### src/rtl/pcie_ser_arbiter.sv
// Two-port arbiter feeding a DATA_WIDTH-bit parallel-to-serial shifter, MSB first.
// Latency: a word accepted at edge N drives its MSB during cycle N+1 and its LSB during cycle N+DATA_WIDTH.
// Backpressure: a ready goes high only in the grant window, and only for the winner; words follow back to back.
//
// Ports:
//   clk, reset (async, active-low), tx_en (gates new grants only)
//   in0_valid/in0_ready/in0_data : high-priority source (DLLP / ordered sets)
//   in1_valid/in1_ready/in1_data : low-priority source (TLPs)
//   ser_bit, ser_valid, ser_src, ser_last : serial output stream
//
// Optional feature: define PCIE_SER_ARB_FAIR_EN to add a port-0 streak counter.
// The counter hands the window to port 1 after MAX_HI consecutive port-0 grants made while port 1 waits.
// In the default build, priority is strict and port 1 can starve.

module pcie_ser_arbiter #(
    parameter int DATA_WIDTH = 128,
    parameter int MAX_HI     = 4
) (
    input  logic                  clk,
    input  logic                  reset,
    input  logic                  tx_en,
    input  logic                  in0_valid,
    output logic                  in0_ready,
    input  logic [DATA_WIDTH-1:0] in0_data,
    input  logic                  in1_valid,
    output logic                  in1_ready,
    input  logic [DATA_WIDTH-1:0] in1_data,
    output logic                  ser_bit,
    output logic                  ser_valid,
    output logic                  ser_src,
    output logic                  ser_last
);

    localparam int CW = $clog2(DATA_WIDTH);

    typedef enum logic {
        IDLE  = 1'b0,
        SHIFT = 1'b1
    } state_t;

    state_t                r_state;
    logic [DATA_WIDTH-1:0] r_shreg;
    logic [CW-1:0]         r_bit_cnt;
    logic                  r_src;

    logic w_window;
    logic w_force1;
    logic w_pick0;
    logic w_pick1;
    logic w_hs0;
    logic w_hs1;

    // The window opens in IDLE, or on the LSB cycle of a word so the next word follows with no gap.
    // Qualifying with reset keeps both readies low while reset is held.
    assign w_window = reset & tx_en & ((r_state == IDLE) || (r_bit_cnt == '0));

`ifdef PCIE_SER_ARB_FAIR_EN
    logic [3:0] r_streak;

    assign w_force1 = in1_valid & (r_streak == 4'(MAX_HI));

    // Count only port-0 grants that actually made port 1 wait.
    always_ff @(posedge clk or negedge reset) begin
        if (!reset) begin
            r_streak <= 4'd0;
        end else if (w_hs0) begin
            if (!in1_valid)
                r_streak <= 4'd0;
            else if (r_streak != 4'hF)
                r_streak <= r_streak + 4'd1;
        end else if (w_hs1) begin
            r_streak <= 4'd0;
        end
    end
`else
    assign w_force1 = 1'b0;
`endif

    assign w_pick1 = in1_valid & (~in0_valid | w_force1);
    assign w_pick0 = in0_valid & ~w_pick1;

    assign in0_ready = w_window & w_pick0;
    assign in1_ready = w_window & w_pick1;

    assign w_hs0 = in0_valid & in0_ready;
    assign w_hs1 = in1_valid & in1_ready;

    always_ff @(posedge clk or negedge reset) begin
        if (!reset) begin
            r_state   <= IDLE;
            r_shreg   <= '0;
            r_bit_cnt <= '0;
            r_src     <= 1'b0;
        end else begin
            if (w_hs0 || w_hs1) begin
                r_shreg   <= w_hs0 ? in0_data : in1_data;
                r_bit_cnt <= CW'(DATA_WIDTH - 1);
                r_src     <= w_hs1;
                r_state   <= SHIFT;
            end else if (r_state == SHIFT) begin
                if (r_bit_cnt != '0) begin
                    r_shreg   <= {r_shreg[DATA_WIDTH-2:0], 1'b0};
                    r_bit_cnt <= r_bit_cnt - 1'b1;
                end else begin
                    r_state <= IDLE;
                end
            end
        end
    end

    // The shift register keeps the stale LSB-shifted word in IDLE, so the output bit is gated.
    assign ser_valid = (r_state == SHIFT);
    assign ser_bit   = ser_valid & r_shreg[DATA_WIDTH-1];
    assign ser_last  = ser_valid & (r_bit_cnt == '0);
    assign ser_src   = r_src;

endmodule

### config.mk
export PLATFORM = sky130hd
export DESIGN_NAME = pcie_ser_arbiter
export DESIGN_NICKNAME = d
export VERILOG_FILES = /design/src/rtl/pcie_ser_arbiter.sv
export SDC_FILE = /design/constraint.sdc
export NUM_CORES = 1
export LEC_CHECK = 0
export ABC_AREA = 0
export CAP_MARGIN = 20
export CORE_UTILIZATION = 52
export DETAILED_ROUTE_END_ITERATION = 8
export DONT_BUFFER_PORTS = 1
export HOLD_SLACK_MARGIN = 0.05
export PLACE_DENSITY_LB_ADDON = 0.2
export SYNTH_ARGS = -nofsm -noshare
export SYNTH_HDL_FRONTEND = slang
export SYNTH_SLANG_ARGS = --single-unit
### constraint.sdc
create_clock -name clk -period 8.3 [get_ports clk]
set_input_delay 2.49 -clock clk [delete_from_list [all_inputs] [get_ports clk]]
set_output_delay 2.49 -clock clk [all_outputs]
set_load 0.03 [all_outputs]
==> run summary <==
outcome: completed
Max-Cap Viols: 0
Final Hold Fails: 0
synth unique cells: 35
CTS Sinks: 137
final worst slack: 1.84 ns
die area: 0.0168 mm^2
die width: 129 um
setup TNS: 0 ns
Fillers: 1533
register bit total from synthesis: 137
Die Ht: 129 um
Syn Nets: 1285
I/O Buffers: 0
initial antenna violation count: 2
cells after synthesis: 1023
slowest CP cell: nor3_1
worst slack, placed: 1.97 ns
largest cells by area after synthesis: dfrtp_1 41%, o221ai_1 7.6%, nor2_1 6.5%, o21ai_0 5.6%, a31oi_1 5.5%
slew at the pin closest to its max-slew limit: 0.994 ns
Layout area overhead: 5.17%
Setup Buffers After CTS: 0
hold_sp: r_shreg[109]
DRC Markers: 0
WP buf/inv: 0
Seq/Total Area, Yosys: 0.406
Slew HR: 0.337
Mean Syn Cell Area: 8.25 um^2
largest area contributor in the netlist: dfrtp_1
worst hold path cell count: 2
final WL: 21500 um
largest net degree at the start of global routing: 152
LEAKAGE: 3.76 nW
area fraction of the dominant cell type after synthesis: 0.406
first-pass GRT wire length: 32900 um
Routed Antenna Nets: 0
Syn Std Cell Area: 0.00844 mm^2
Post-Layout Cell Count: 1170
min Tclk post-route: 6.46 ns
synth warn: 0
drt wl/cell: 18.3 um
Power, Total: 2.70 mW
DP Area: 0.00834 mm^2
Peak VDD IR: 0.000167 V
Core Box Area: 0.0159 mm^2
reg-to-reg setup timing slack: 5.15 ns
crit-path cells: nand2b_1, nor3_1
TritonCTS clock tree: yes
required time of the critical path: 5.81 ns
critical path class: primary input to output pin
H-tree levels: 4
clk buf depth: 2
Worst setup SP type: primary input
RR Startpoint: r_bit_cnt[0]
CTS root buffer: clkbuf_16
Starting Density: 0.532
Reg2Reg Depth: 7
Clock Latency Late Sink: 0.42 ns
Hold Path Sink: r_shreg[110]
Congestion Overflow GR: 0
DR iter-0 viols: 542
vias in the first global route: 6365
layout cells sized above 1: 0.0777
Slew Limit Fails: 0
period utilisation layout: 0.778
gpl congestion: 0.778
RSZ-0062 raised after global routing: no
hpwl dp: 13100 um
placed cell count: 1136
GRT Total Usage: 0.255
fin area: 0.00888 mm^2
post-cts resize count: 0
cts bufs inserted: 17
Hold WC Path Type: flip-flop to flip-flop
routed via count: 7315
nets: 1201
Ports: 267
crit end category: output pin
worst path arrival time: 3.97 ns
clk_skew: 0.00805 ns
Post-CTS Hold Fix Bufs: 0
delay-heaviest family, CP: simple AND/OR/NAND/NOR gates
DR pass1 iterations: 9
crit path max fanout: 114
Power per Cell Area: 304 mW/mm^2
RR Endpoint: ser_src
Clk pin slew, worst setup/hold paths: 0.06 ns
CP max stage delay: 0.88 ns
FP Rows: 46
Max Freq: 155 MHz
final setup fails: 0
Vias/cell: 6.25
## synth_stat cells, drive strengths merged
library cell	count
nor2	147
dfrtp	137
nand2	98
o21ai	96
clkbuf	87
inv	76
a31oi	74
or3	74
o221ai	73
a221oi	34
a22o	34
buf	25
o22ai	20
o2bb2ai	20
nor3	8
a2bb2oi	3
and2	2
xor2	2
a21o	1
a21oi	1
a311oi	1
and3	1
ha	1
nand2b	1
nand3	1
nor2b	1
o31a	1
o41a	1
o41ai	1
or3b	1
xnor2	1
## worst max path at each step
| stage | cells past startpoint | startpoint | slack (ns) | end |
|---|---|---|---|---|
| after floorplan | 6 | reset | 1.94 | in0_ready |
| after global placement | 2 | in0_valid | 2.01 | in1_ready |
| after detailed placement | 2 | in0_valid | 1.97 | in1_ready |
| after CTS | 2 | in0_valid | 1.97 | in1_ready |
| after global routing | 2 | in0_valid | 1.72 | in1_ready |
| final | 2 | in0_valid | 1.84 | in1_ready |
## placed cells by master (no fill, tap or decap), types with 2 or more instances in the layout
master / count
buf_4: 9
a31oi_1: 74
xor2_1: 2
nor2_1: 147
a221oi_1: 6
a22o_1: 34
or3_1: 74
o22ai_1: 20
clkbuf_16: 17
clkinvlp_4: 2
diode_2: 2
clkbuf_8: 4
inv_1: 75
nand2_1: 97
o221ai_1: 73
o21ai_0: 95
clkinv_2: 6
a221oi_2: 28
nor3_1: 8
a2bb2oi_1: 3
dfrtp_1: 137
o2bb2ai_1: 20
clkbuf_1: 3
## registers in the layout (all words and copies together) (netlist names)
signal	flops
r_shreg	128
r_bit_cnt	7
ser_src	1
ser_valid	1
## stage by stage
stage,hold WS (ns),util
floorplan,0.451,-
global placement,0.459,0.525
detailed placement,0.469,0.525
CTS,0.481,0.559
global route,0.505,0.559
finish,0.482,0.559
## worst min-delay path, cell delays in order (launching register included)
cell and delay [ns]:
dfrtp_1 0.34, nand2_1 0.05, o21ai_0 0.06
## cell type report
type,instances,area [um^2],share of cell area
Multi-Input combinational cell,698,4290,0.483
Sequential cell,137,3430,0.386
Clock buffer,24,492,0.0554
Inverter,76,285,0.0321
Tap cell,216,270,0.0304
Timing Repair Buffer,9,67.6,0.00761
Clock inverter,8,45.0,0.00507
Antenna cell,2,5.00,0.000564
## logic make-up after synthesis
group	Yosys count	share of synthesized area
AOI/OAI and AO/OA	360	0.325
xor gates and xnor gates	3	0.00311
adders and majority gates	1	0.00148
buffers and inverters	188	0.0905
DFF	137	0.406
and+or+nand+nor	334	0.174
## metal layers
metal | up-vias | track usage | wire [um]
li1 | 3575 | - | -
met1 | 3458 | 0.370 | 10100
met2 | 258 | 0.384 | 9740
met3 | 24 | 0.0504 | 1330
met4 | 0 | 0.0773 | 319
met5 | - | 0 | 0
## report_power, final
| part | internal (mW) | switching [mW] |
|---|---|---|
| logic | 0.353 | 0.418 |
| registers | 0.988 | 0.249 |
| clock network | 0.410 | 0.278 |
| total | 1.75 | 0.945 |
No activity file was read; power rests on OpenSTA's default activity.
